`src/rtl/npc_pkg.sv`:
```
// ----------------------------------------------------------------------------
// npc_pkg
// Shared types and constants for the instruction fetch unit.
//   fetch_state_t : fetch FSM state (IDLE, REQ, WAIT, OUT)
//   NPC_RESET_PC  : default first fetch address after reset
//   word_align()  : clears the byte-offset bits of an address
// ----------------------------------------------------------------------------
package npc_pkg;

    typedef enum logic [1:0] {
        IDLE = 2'd0,
        REQ  = 2'd1,
        WAIT = 2'd2,
        OUT  = 2'd3
    } fetch_state_t;

    localparam logic [31:0] NPC_RESET_PC = 32'h8000_0000;

    function automatic logic [31:0] word_align(input logic [31:0] addr);
        return addr & ~32'd3;
    endfunction

endpackage

```
`src/rtl/ifu_fetch.sv`:
```
// ----------------------------------------------------------------------------
// ifu_fetch
// Single-outstanding instruction fetch unit: requests one word from
// instruction memory, registers the response and hands it to decode, then
// advances the pc by 4. A redirect from write-back replaces the pc at any
// time after the first cycle out of reset; a request already issued is
// completed and its response thrown away.
// Ports:
//   sys_clk, sys_rst          clock, asynchronous active-low reset
//   req_valid/ready/addr      instruction memory request
//   rsp_valid/data/err        instruction memory response (one-cycle pulse)
//   inst_valid/ready          handshake to decode
//   inst, inst_pc, inst_err   registered instruction, its address and fault
//   pc_wen, pc_wdata          redirect request and target
//   fetch_cnt                 instructions handed to decode (wrapping)
//   dbg_state                 current FSM state, for observation only
// Handshakes: a transfer happens on a rising edge where valid and ready are
// both high; valid and its payload are held until then, except that a
// redirect withdraws inst_valid.
// ----------------------------------------------------------------------------
module ifu_fetch
    import npc_pkg::*;
#(
    parameter logic [31:0] RESET_PC = NPC_RESET_PC,
    parameter int unsigned CNT_W    = 32
) (
    input  logic             sys_clk,
    input  logic             sys_rst,
    output logic             req_valid,
    input  logic             req_ready,
    output logic [31:0]      req_addr,
    input  logic             rsp_valid,
    input  logic [31:0]      rsp_data,
    input  logic             rsp_err,
    output logic             inst_valid,
    input  logic             inst_ready,
    output logic [31:0]      inst,
    output logic [31:0]      inst_pc,
    output logic             inst_err,
    input  logic             pc_wen,
    input  logic [31:0]      pc_wdata,
    output logic [CNT_W-1:0] fetch_cnt,
    output fetch_state_t     dbg_state
);

    fetch_state_t     r_state;
    logic [31:0]      r_pc;
    logic [31:0]      r_req_addr;   // frozen copy of pc for the live request
    logic             r_discard;    // the outstanding response is stale
    logic [31:0]      r_inst;
    logic [31:0]      r_inst_pc;
    logic             r_inst_err;
    logic [CNT_W-1:0] r_cnt;

    logic [31:0]      w_target;
    logic [31:0]      w_redirect_pc;
    logic [31:0]      w_advance_pc;
    logic             w_drop;

    assign w_target      = word_align(pc_wdata);
    // pc after a dropped response: a same-cycle redirect takes priority
    assign w_redirect_pc = pc_wen ? w_target : r_pc;
    // pc after leaving OUT: a redirect wins over sequential advance
    assign w_advance_pc  = pc_wen ? w_target : (r_pc + 32'd4);
    assign w_drop        = r_discard | pc_wen;

    always_ff @(posedge sys_clk or negedge sys_rst) begin
        if (!sys_rst) begin
            r_state    <= IDLE;
            r_pc       <= RESET_PC;
            r_req_addr <= RESET_PC;
            r_discard  <= 1'b0;
            r_inst     <= 32'd0;
            r_inst_pc  <= 32'd0;
            r_inst_err <= 1'b0;
            r_cnt      <= '0;
        end else begin
            case (r_state)
                IDLE: begin
                    r_state    <= REQ;
                    r_req_addr <= r_pc;
                end
                REQ: begin
                    // r_req_addr is left alone so the live request stays stable
                    if (pc_wen) begin
                        r_pc      <= w_target;
                        r_discard <= 1'b1;
                    end
                    if (req_ready) begin
                        r_state <= WAIT;
                    end
                end
                WAIT: begin
                    if (rsp_valid) begin
                        if (w_drop) begin
                            r_discard  <= 1'b0;
                            r_pc       <= w_redirect_pc;
                            r_req_addr <= w_redirect_pc;
                            r_state    <= REQ;
                        end else begin
                            r_inst     <= rsp_data;
                            r_inst_err <= rsp_err;
                            r_inst_pc  <= r_pc;
                            r_state    <= OUT;
                        end
                    end else if (pc_wen) begin
                        r_pc      <= w_target;
                        r_discard <= 1'b1;
                    end
                end
                OUT: begin
                    if (pc_wen || inst_ready) begin
                        if (inst_ready) begin
                            r_cnt <= r_cnt + CNT_W'(1);
                        end
                        r_pc       <= w_advance_pc;
                        r_req_addr <= w_advance_pc;
                        r_state    <= REQ;
                    end
                end
                default: r_state <= IDLE;
            endcase
        end
    end

    assign req_valid  = (r_state == REQ);
    assign req_addr   = r_req_addr;
    assign inst_valid = (r_state == OUT);
    assign inst       = r_inst;
    assign inst_pc    = r_inst_pc;
    assign inst_err   = r_inst_err;
    assign fetch_cnt  = r_cnt;
    assign dbg_state  = r_state;

endmodule

```
`config.mk`:
```
export PLATFORM = sky130hd
export DESIGN_NAME = ifu_fetch
export DESIGN_NICKNAME = d
export VERILOG_FILES = /design/src/rtl/npc_pkg.sv /design/src/rtl/ifu_fetch.sv
export SDC_FILE = /design/constraint.sdc
export NUM_CORES = 1
export LEC_CHECK = 0
export CAP_MARGIN = 20
export CORE_UTILIZATION = 40
export CTS_CLUSTER_SIZE = 14
export DETAILED_ROUTE_END_ITERATION = 8
export PLACE_DENSITY = 0.74
export REMOVE_ABC_BUFFERS = 1
export SYNTH_ARGS = -nofsm -noshare
export SYNTH_HDL_FRONTEND = slang
export SYNTH_SLANG_ARGS = --single-unit
```
`constraint.sdc`:
```
create_clock -name sys_clk -period 4.4 [get_ports sys_clk]
set_input_delay 0.44 -clock sys_clk [delete_from_list [all_inputs] [get_ports sys_clk]]
set_output_delay 0.44 -clock sys_clk [all_outputs]
set_load 0.02 [all_outputs]
```
Word-level counts from Yosys, hierarchy flattened
Index checks and enable logic that the tools add are counted.
- bits in writable memories: 0
- output and inout bits: 133
- latch bits: 0
- memory bits (read-only): 0
- memories kept: 0
- flip-flop bits (word level): 164
- input port bits: 71
- logic and storage cells: 48
- $mul: 0
- order comparisons: 0
- add/sub/neg operators: 2
- div/mod/pow operators: 0
- shift operators: 0
- reductions and logical operators: 11
- equality and inequality tests: 8
- bitwise gates (word level): 2
- mux-type cells: 17
- operator list (cell ; number):
    32-bit 2-to-1 mux ; 6
    32-bit case mux with 3 select lines ; 2
    32-bit by 1-bit adder with 32-bit output, second input constant ; 1
    32-bit by 3-bit adder with 32-bit output, second input constant ; 1
    3-bit AND reduction ; 4
    2-bit 2-to-1 mux ; 4
    2-bit case mux with 4 select lines ; 1
    3-bit nonzero test ; 2
    2-bit equality test, second input constant ; 2
    2-bit by 1-bit != test with 1-bit output, second input constant ; 2
    2-bit != test, second input constant ; 2
    4-bit AND reduction ; 1
    1-bit 2-to-1 mux ; 3
    3-bit != test, second input constant ; 1
    2-bit by 1-bit equality test with 1-bit output, second input constant ; 1
    2-bit zero test ; 1
    1-bit case mux with 2 select lines ; 1
    2-bit AND reduction ; 1
    2-bit nonzero test ; 1
    1-bit logical OR ; 1
    1-bit inverter ; 1
    1-bit bitwise OR ; 1

Depth between registers and ports, before layout
- depth in word-level cells: 4
- gate-level depth with buffers: 9
- depth with buffers taken out: 7

Worst setup path after synthesis
OpenSTA, ideal clock, no wires.
- kind: register -> register
- start point: register r_state[0] (netlist: dbg_state[0])
- end point: register r_req_addr[28] (netlist: req_addr[28])
- setup time: 0.134 ns
- slack: 2.021 ns
- data arrival time: 2.246 ns
- clock period less this slack: 2.379 ns
- buffers on the path: 1
- cell stages (with the launch flop): 8
- required time: 4.266 ns
- cells stage by stage: dfrtp_1 -> ha_1 -> nor3b_2 -> or4_1 -> clkbuf_1 -> a221oi_1 -> o22a_1 -> o31ai_1
- longest elaborated chain between the ends: 3
- elaborated cells between the ends (all ways): 9
- those cells by class: eq/ne: 5; mux: 1; reduce/logical: 3
- RTL lines (element ; line ; source):
    start: declaration ; ifu_fetch.sv:46 ; fetch_state_t r_state;
    start signal: assignment ; ifu_fetch.sv:69 ; r_state <= IDLE;
    start signal: assignment ; ifu_fetch.sv:80 ; r_state <= REQ;
    start signal: assignment ; ifu_fetch.sv:90 ; r_state <= WAIT;
    2-bit equality test (*) ; n/a ;
    via inst_valid ; ifu_fetch.sv:35 ; output logic inst_valid,
    2-bit by 1-bit != test with 1-bit output (no source line) / 3-bit nonzero test (equally long branches) ; n/a ;
    4-bit AND reduction (no source line) ; n/a ;
    end signal: assignment ; ifu_fetch.sv:81 ; r_req_addr <= r_pc;
    end signal: assignment ; ifu_fetch.sv:98 ; r_req_addr <= w_redirect_pc;
    end signal: assignment ; ifu_fetch.sv:117 ; r_req_addr <= w_advance_pc;
    end: declaration ; ifu_fetch.sv:48 ; logic [31:0] r_req_addr;
Mark *: on every way through the listed nets, which the timed path passes. The rest lies on a longest branch.
A chain may end at the register's enable or synchronous reset.

Final worst setup path
- start point: register r_state[0] (netlist: dbg_state[0])
- end point: register r_pc[29]
- longest elaborated chain between the ends: 3
- elaborated cells between the ends (all ways): 8
- those cells by class: eq/ne: 5; mux: 1; reduce/logical: 2
- RTL lines (element ; line ; source):
    2-bit equality test / 2-bit by 1-bit equality test with 1-bit output (equally long branches) ; ifu_fetch.sv:78 ; case (r_state)
    3-bit != test (no source line), or another cell as far along ; n/a ;
    3-bit AND reduction (no source line) ; n/a ;
    end signal: assignment ; ifu_fetch.sv:86 ; r_pc <= w_target;
    end signal: assignment ; ifu_fetch.sv:97 ; r_pc <= w_redirect_pc;
    end signal: assignment ; ifu_fetch.sv:107 ; r_pc <= w_target;
    end: declaration ; ifu_fetch.sv:47 ; logic [31:0] r_pc;
Parallel ways exist; a longest one is shown, timed or not.

==> flow_summary.toml <==
[outcome]
status = "completed"

[sta]
period_minus_slack_ps = 2980
finalCritPeriodShare = 0.677
slew_headroom = 0.426
finalSetupTns_ps = 0
grt_setup_unrepaired = "no"
setup_violations = 0
hold_slack_ps = 94.1
tightest_slew_ps = 861
max_freq_mhz = 336
hold_viol_final = 0
finClkSkew_ps = 9.82
slew_viol_final = 0

[flow_run]
maxCapViolations = 0

[clock_network]
cts_hold_buf = 0
cts_tree = "built"
clockBufferDepth = 2
path_clk_slew_ps = 60
clkSinkCount = 164
ctsRootBufferMaster = "clkbuf_16"
cts_resized = 0
htreeDepth = 4
clock_latency_ps = 430
cts_setup_buffers = 0
numCtsBuffers = 17

[synthesis]
ys.flop_type = "dfrtp_1"
synthesis.area_mm2 = 0.00860
netlist_instances = 863
yosys.area_share.simple = 0.166
synth_edf_count = 0
ys_types = 72
synthMuxAreaShare = 0.105
synth_seq_cells = 164
synth-xor-area-share = 0.0357
synthAdderAreaFrac = 0.0102
synth_compound_area_frac = 0.164
syn_avg_cell_area_um2 = 9.96
synth_warnings = 0
ys_seq_area_frac = 0.478
synthArstFlopShare = 1.00
synth_top_family_by_area = "simple AND/OR/NAND/NOR gates"

[global_route]
grt_pass1_vias = 7307
grt_max_degree = 94
overflow = 0
grtUsageTotal = 0.222
grt_pass1_wl_um = 38600
grt_antenna_before_repair = 2

[power_and_ir_drop]
p_leak_nw = 4.79
p_per_area_mw_per_mm2 = 620
seqPwrFrac = 0.364
vdd_drop_max_mv = 0.294
switching_share = 0.396
power.internal_mw = 4.27
combinationalPowerShare = 0.418
clkPwrFrac = 0.218
p_sw_mw = 2.80

[finish]
drive_gt1_frac = 0.135
diodes = 0
nNetsFinal = 1110
syn_to_final_growth_pct = 32.6
final_cell_mix = "clkdlybuf4s50_1, dfrtp_1, nand2_1"
final_common_cell = "clkdlybuf4s50_1"
fillers = 1871

[worst_setup_path]
cp.arrival_ps = 3280
start_kind = "register"
timing.critical_path.fanout_max = 39
r2r_cells = 9
end_kind = "register"
critical_path_class = "register to register"
required_ps = 4700

[worst_hold_path]
min_path_type = "input pin to asynchronous set/reset pin"

[floorplan]
die_h_um = 149
io-pin-count = 204
row_count = 53
start_util = 0.409
die_area_mm2 = 0.0221
coreArea_mm2 = 0.0210
die_x_um = 149

[routing]
dr.first_iter.drc_count = 595
num_vias = 7490
via_per_inst = 5.67
drcViolationCount = 0
dr.pass1.iters = 5
wire_per_inst_um = 18.1
wl_um = 23900
ant_nets = 0

[placement]
dp_hpwl_um = 16500
port_buffers = 201
place_congestion = 0.842
through the flow:
step                      total power [mW]  setup WS (ps)  instances   util  area, um^2
after floorplan                       4.15            366        797      -        8320
after global placement                5.47           1480       1288  0.514       10800
after detailed placement              5.55           1420       1288  0.514       10800
after CTS                             7.11           1410       1320  0.542       11400
after global routing                  7.50           1140       1320  0.542       11400
final                                 7.07           1420       1320  0.542       11400
layer usage:
layer | wire length (um) | track usage | share of wire
met1 | 10300 | 0.296 | 0.43
met4 | 519 | 0.0747 | 0.022
met5 | 23 | 0 | 0.00096
met2 | 11300 | 0.354 | 0.47
met3 | 1770 | 0.0521 | 0.074
power groups by stage:
stage / Sequential [mW] / Clock, mW / Combinational [mW]
floorplan: 2.86 / 0 / 1.29
global placement: 2.56 / 0 / 2.91
detailed placement: 2.58 / 0 / 2.96
CTS: 2.56 / 1.58 / 2.98
global route: 2.65 / 1.64 / 3.21
finish: 2.57 / 1.54 / 2.95
critical path, cell delays in order (launching register included):
cell,delay (ps)
dfrtp_1,440
inv_1,100
ha_1,200
buf_4,430
and4bb_4,540
or3_1,520
buf_4,330
nor2_1,60
mux2i_1,130
o211ai_1,100
registers in the layout, indices dropped and copies added (netlist names):
register,cells
dbg_state,2
req_addr,32
r_discard,1
inst,32
fetch_cnt,32
inst_pc,32
inst_err,1
r_pc,32
synthesized netlist by cell type, types with 13 or more instances:
cell type | number | area (um^2)
a21oi_1 | 48 | 240
inv_1 | 18 | 67.6
nand3_1 | 27 | 135
buf_2 | 14 | 70.1
o21ai_0 | 43 | 215
mux2_2 | 74 | 833
clkbuf_1 | 42 | 158
dfrtp_1 | 162 | 4050
xnor2_1 | 25 | 219
a221oi_1 | 15 | 131
nand2_1 | 92 | 345
and3_1 | 13 | 81.3
nand4_1 | 16 | 100
nor2_1 | 53 | 199
final cells by class:
class	instances	area (um^2)	area share
multi-input cells	613	4150	0.364
flip-flops and latches	164	4110	0.360
repair buffers	216	2120	0.186
clock buffers	17	425	0.0373
well taps	275	344	0.0302
clock inverters	15	180	0.0158
inverters	20	75.1	0.00658
worst paths after layout:
| path | slack, ps | end | from |
|---|---|---|---|
| min | 90 | inst_pc[25] | sys_rst |
| min in group sys_clk | 370 | r_discard | pc_wen |
| min reg2reg | 470 | req_addr[1] | req_addr[1] |
| max | 1420 | r_pc[29] | dbg_state[0] |
| max in group asynchronous | 3270 | fetch_cnt[9] | sys_rst |
| max reg2reg | 1420 | r_pc[29] | dbg_state[0] |
kinds of logic after synthesis:
kind of cell             after synthesis
AND/OR/NAND/NOR                      277
adder cells (fa/ha/maj)                7
multiplexers                          81
AO/OA/AOI/OAI                        213
buffers and inverters                 86
XOR/XNOR                              35
flip-flops                           164
Power figures use the tool's default switching activity.
==> RTL change 1 (config.mk and constraints unchanged) <==
The parameter `CNT_W` goes from 32 to 48.
--- a/src/rtl/ifu_fetch.sv
+++ b/src/rtl/ifu_fetch.sv
@@ -23,5 +23,5 @@
 #(
     parameter logic [31:0] RESET_PC = NPC_RESET_PC,
-    parameter int unsigned CNT_W    = 32
+    parameter int unsigned CNT_W    = 48
 ) (
     input  logic             sys_clk,
Ports: changed (resized fetch_cnt); port bits go from 204 to 220. No check against the original RTL was run, so the function may have changed too.
==> RTL change 1 against the original RTL <==
- total power up 12%
- largest power group unchanged
- maximum frequency fell by 3.6%
- routed wire length increased by 14%
- largest cell class unchanged
- core utilization shrank 0.74 points
- worst setup slack worse by 0.11 ns
- cell area increased by 10%
- sequential cell count up 16
- cell count increased by 12%
- area after synthesis rose by 12%
==> RTL change 1: results (changes against the original RTL) <==
Placement Cell Area 0.0120 mm² (was 0.0108 mm²); DP Cell Count 1445 (was 1288); Signal inverters 24 (was 20); via count 8361 (was 7490); IO buf count 217 (was 201); CP max stage delay 0.68 ns (was 0.54 ns); Critical Path AT 2.65 ns (was 3.28 ns); Commonest cells post-synth dfrtp_1 (178), nand2_1 (80), mux2_2 (76) (was dfrtp_1 (162), nand2_1 (92), mux2_2 (74)); Fin Hold WS 0.476 ns (was 0.0941 ns); Async SR Flop Fraction 1.00 (unchanged); Crit Reg-Reg Endpoint fetch_cnt[16] (was r_pc[29]); Global Route Usage Sum 0.227 (was 0.222); largest fanout on the critical path 37 (was 39); post-synthesis cell type count 66 (was 72); Hold Buf Count CTS 1 (was 0); Non-clock buffering overhead 0.184 (was 0.186); sequential cell count 180 (was 164); Leak 5.35 nW (was 4.79 nW); multi-input combinational area share 0.372 (was 0.364); post-route cell area 0.0126 mm² (was 0.0114 mm²); Period minus WS final 3.09 ns (was 2.98 ns); Non-clk bufs 236 (was 216); worst slack, placed 1.47 ns (was 1.42 ns); Clock Skew 0.0109 ns (was 0.00982 ns); DPL Wire Length 19.0 mm (was 16.5 mm); largest cells by area after synthesis dfrtp_1 (46%), mux2_2 (8.9%), nand2_1 (3.1%) (was dfrtp_1 (47%), mux2_2 (9.7%), nand2_1 (4.0%)); status completed (unchanged); switch share 0.405 (was 0.396); Sequential Area 0.00451 mm² (was 0.00411 mm²); Worst-Margin Slew 1.07 ns (was 0.861 ns); Syn Area/Cell 9.90 µm² (was 9.96 µm²); Root Buffer clkbuf_16 (unchanged); Hold/Removal Path Class reg2reg (was in2async); VDD IR max 0.323 mV (was 0.294 mV); Seq/Total Area, Yosys 0.468 (was 0.478); crit path to inst_valid (was r_pc[29]); initial antenna violation count 3 (was 2); GPL Wtd Cong 0.898 (was 0.842); final std cells w/o fill 1480 (was 1320); slowest CP cell clkdlybuf4s50_1 (was and4bb_4); First DRT Iteration DRCs 740 (was 595); largest net degree at the start of global routing 59 (was 94); layout filler cell count 2103 (was 1871); Final nets 1224 (was 1110); ANT cells 2 (was 0); first-pass GRT wire length 43.6 mm (was 38.6 mm)
==> RTL change 1: changes by cell type after synthesis, moves of 6 or more <==
| cell | unedited run | this run |
|---|---|---|
| buf_2 | 14 | 34 |
| nand3_1 | 27 | 44 |
| nor2_1 | 53 | 70 |
| dfrtp_1 | 162 | 178 |
| nor3_1 | 10 | 25 |
| xor2_1 | 10 | 24 |
| nand2_1 | 92 | 80 |
| o21ai_1 | 12 | 0 |
| nor4_1 | 12 | 5 |
| a221oi_1 | 15 | 9 |
| and3_1 | 13 | 19 |
| buf_1 | 6 | 0 |
| inv_1 | 18 | 24 |
==> RTL change 1: kinds of logic (layout without fill, tap and decap cells) <==
logic type | after synthesis | after routing | share of synthesized area
buffers and inverters | 105 | 292 | 0.0469
adders and majority gates | 7 | 7 | 0.00910
muxes | 87 | 87 | 0.100
DFF | 180 | 180 | 0.468
and+or+nand+nor | 326 | 326 | 0.178
xor gates and xnor gates | 53 | 53 | 0.0482
AOI/OAI and AO/OA | 214 | 214 | 0.149
other | 0 | 2 | 0
==> RTL change 1: power by group through the flow <==
stage / Combinational, mW / Clock, mW / Sequential, mW
after floorplan: 1.54 / 0 / 3.19
after global placement: 3.45 / 0 / 2.82
after detailed placement: 3.50 / 0 / 2.85
after CTS: 3.52 / 1.60 / 2.83
after global routing: 3.79 / 1.67 / 2.93
final: 3.51 / 1.57 / 2.83
==> RTL change 1: metal layers <==
layer,GRT usage,vias to the layer above,wire length (µm)
li1,-,3886,-
met1,0.298,4070,11600
met2,0.356,356,12700
met3,0.0600,45,2310
met4,0.0883,4,665
met5,0,-,24
==> RTL change 1: critical path, delay by kind of cell, from the launching register on <==
family	cells	cell delay, ns
buffers and inverters	2	1.17
adder cells (fa/ha/maj)	1	0.59
flip-flops	1	0.43
==> RTL change 2 (same settings) <==
Made on the original files. Reset style: synchronous (`sys_rst`), changed in one clocked block. Comments in the files are not updated.
--- a/src/rtl/ifu_fetch.sv
+++ b/src/rtl/ifu_fetch.sv
@@ -65,5 +65,5 @@
     assign w_drop        = r_discard | pc_wen;
 
-    always_ff @(posedge sys_clk or negedge sys_rst) begin
+    always_ff @(posedge sys_clk) begin
         if (!sys_rst) begin
             r_state    <= IDLE;
Behaviour: differs if sys_rst is asserted again (counterexample within 4 cycles, from zero or initial values and one cycle with sys_rst low); with sys_rst held inactive, the same outputs for 4 cycles.
==> RTL change 2 against the original RTL <==
- hold slack improved by 0.36 ns
- sequential cell count unchanged
- non-clock buffer count increased by 7
- routed wire length increased by 4.5%
- worst setup slack got worse by 0.019 ns
- clock skew decreased by 0.0015 ns
- die area decreased by 7.7%
- cell area decreased by 5.7%
- area after synthesis decreased by 7.8%
- largest cell class unchanged
- highest routed layer is now met4
Power is not compared: it rests on default switching activity, and its combinational part moved more than twofold at a synthesized area within 25%.
==> RTL change 2: results (changes against the original RTL) <==
Synth Flop Type dfxtp_1 (was dfrtp_1); slowest CP cell a21oi_1 (was and4bb_4); Critical Path AT 3.35 ns (was 3.28 ns); Root Buffer clkbuf_16 (unchanged); routed len/inst 17.2 µm (was 18.1 µm); Slew Viols, Final 0 (unchanged); largest fanout on the critical path 16 (was 39); Internal Power 2.79 mW; DP Cell Count 1418 (was 1288); worst-case clock buffer depth 2 (unchanged); Hold/Removal Path Class reg2reg (was in2async); routed vias/inst 5.70 (was 5.67); Async SR Flop Fraction 0 (was 1.00); GPL Wtd Cong 0.949 (was 0.842); largest cells by area after synthesis dfxtp_1 (41%), nand2_1 (8.2%), a21oi_1 (7.6%) (was dfrtp_1 (47%), mux2_2 (9.7%), nand2_1 (4.0%)); Syn Area/Cell 7.79 µm² (was 9.96 µm²); First DRT Iteration DRCs 629 (was 595); first-pass GRT wire length 39.8 mm (was 38.6 mm); VDD IR max 0.273 mV; Worst-Margin Slew 1.07 ns (was 0.861 ns); via count 8265 (was 7490); initial antenna violation count 0 (was 2); ANT cells 0 (unchanged); gr ovfl total 0 (unchanged); worst skew pair latency 0.43 ns (about the same); ratio of cells with drive above 1 in the final layout 0.0616 (was 0.135); drt drc 0 (unchanged); most common cell in the netlist nand2_1 (was dfrtp_1); count of yosys warnings during synthesis 0 (unchanged); CP max stage delay 0.79 ns (was 0.54 ns); Clock Skew 0.00827 ns (was 0.00982 ns); Seq/Total Area, Yosys 0.414 (was 0.478); IO buf count 201 (unchanged); DPL Wire Length 16.7 mm (was 16.5 mm); status completed (unchanged); post-CTS sizing 0 (unchanged); vias in the first global route 7705 (was 7307); TritonCTS Buffers 17 (unchanged); Leak 3.58 nW; layout filler cell count 1792 (was 1871); DRT Pass-1 Iters 6 (was 5); Final nets 1250 (was 1110); Commonest cells post-synth nand2_1 (174), dfxtp_1 (164), a21oi_1 (120) (was dfrtp_1 (162), nand2_1 (92), mux2_2 (74)); H-tree Lvls 4 (unchanged); Post-CTS Setup Inserts 0 (unchanged); Clock Pin Slew Worst Setup and Hold Paths 0.07 ns; largest net degree at the start of global routing 67 (was 94); post-synthesis cell type count 61 (was 72); Global Route Usage Sum 0.246 (was 0.222)
RTL change 2: cell types whose count changed in the layout (fill, tap and decap cells not counted), moves of 15 or more:
cell	change
a21oi_1	+72
dfrtp_1	-162
dfxtp_1	+164
mux2_2	-73
nand2_1	+81
nor2_1	+17
o21ai_0	+15
xnor2_1	-18
xor2_1	+16
RTL change 2: kinds of logic (layout without fill, tap and decap cells):
family | count (synthesis) | in the layout | share of synthesized area
simple gates | 410 | 410 | 0.249
compound gates | 299 | 299 | 0.234
flops | 164 | 164 | 0.414
buf+inv | 98 | 266 | 0.0474
xor+xnor | 33 | 33 | 0.0365
fa+ha+maj | 7 | 7 | 0.0111
mux | 6 | 6 | 0.00774
RTL change 2: final timing paths:
check | startpoint | slack, ns | cells past startpoint | end
max | dbg_state[0] | 1.40 | 7 | r_pc[27]
min | inst[24] | 0.45 | 2 | inst[24]
max reg2reg | dbg_state[0] | 1.40 | 7 | r_pc[27]
min reg2reg | inst[24] | 0.45 | 2 | inst[24]
RTL change 2: final cells by class:
type                    instances  area share
clock buffers                  18      0.0408
clock inverters                14      0.0162
inverters                      11     0.00407
multi-input cells             755       0.400
flip-flops and latches        164       0.305
well taps                     265      0.0308
repair buffers                223       0.203
RTL change 2: stage by stage:
step | power [mW] | setup TNS [ns] | cell area (µm²) | utilization | setup WS, ns
finish | 3.92 | 0 | 10800 | 0.552 | 1.40
global route | 4.07 | 0 | 10800 | 0.552 | 1.19
CTS | 3.94 | 0 | 10800 | 0.552 | 1.46
detailed placement | 2.38 | 0 | 10100 | 0.521 | 1.23
global placement | 2.37 | 0 | 10100 | 0.521 | 1.30
floorplan | 2.03 | -196.84 | 7590 | - | -3.62
RTL change 2: critical path: cells and delay by family, from the launching register on:
family | cells | cell delay (ns)
compound gates | 3 | 1.21
fa+ha+maj | 1 | 0.38
buf+inv | 1 | 0.09
flops | 1 | 0.42
simple gates | 2 | 0.82
RTL change 2: routing by layer:
layer  GRT usage  vias up  routed length [µm]
met3      0.0547       41                1910
met2       0.405      381               11300
met4      0.0911        0                 478
li1            -     3987                   -
met1       0.315     3856               11200
met5           0        -                   0
RTL change 2: power groups by stage:
stage | logic (mW) | registers (mW) | clock network, mW
floorplan | 0.289 | 1.75 | 0
global placement | 0.664 | 1.71 | 0
detailed placement | 0.672 | 1.71 | 0
CTS | 0.676 | 1.68 | 1.58
global route | 0.732 | 1.69 | 1.65
finish | 0.680 | 1.68 | 1.56
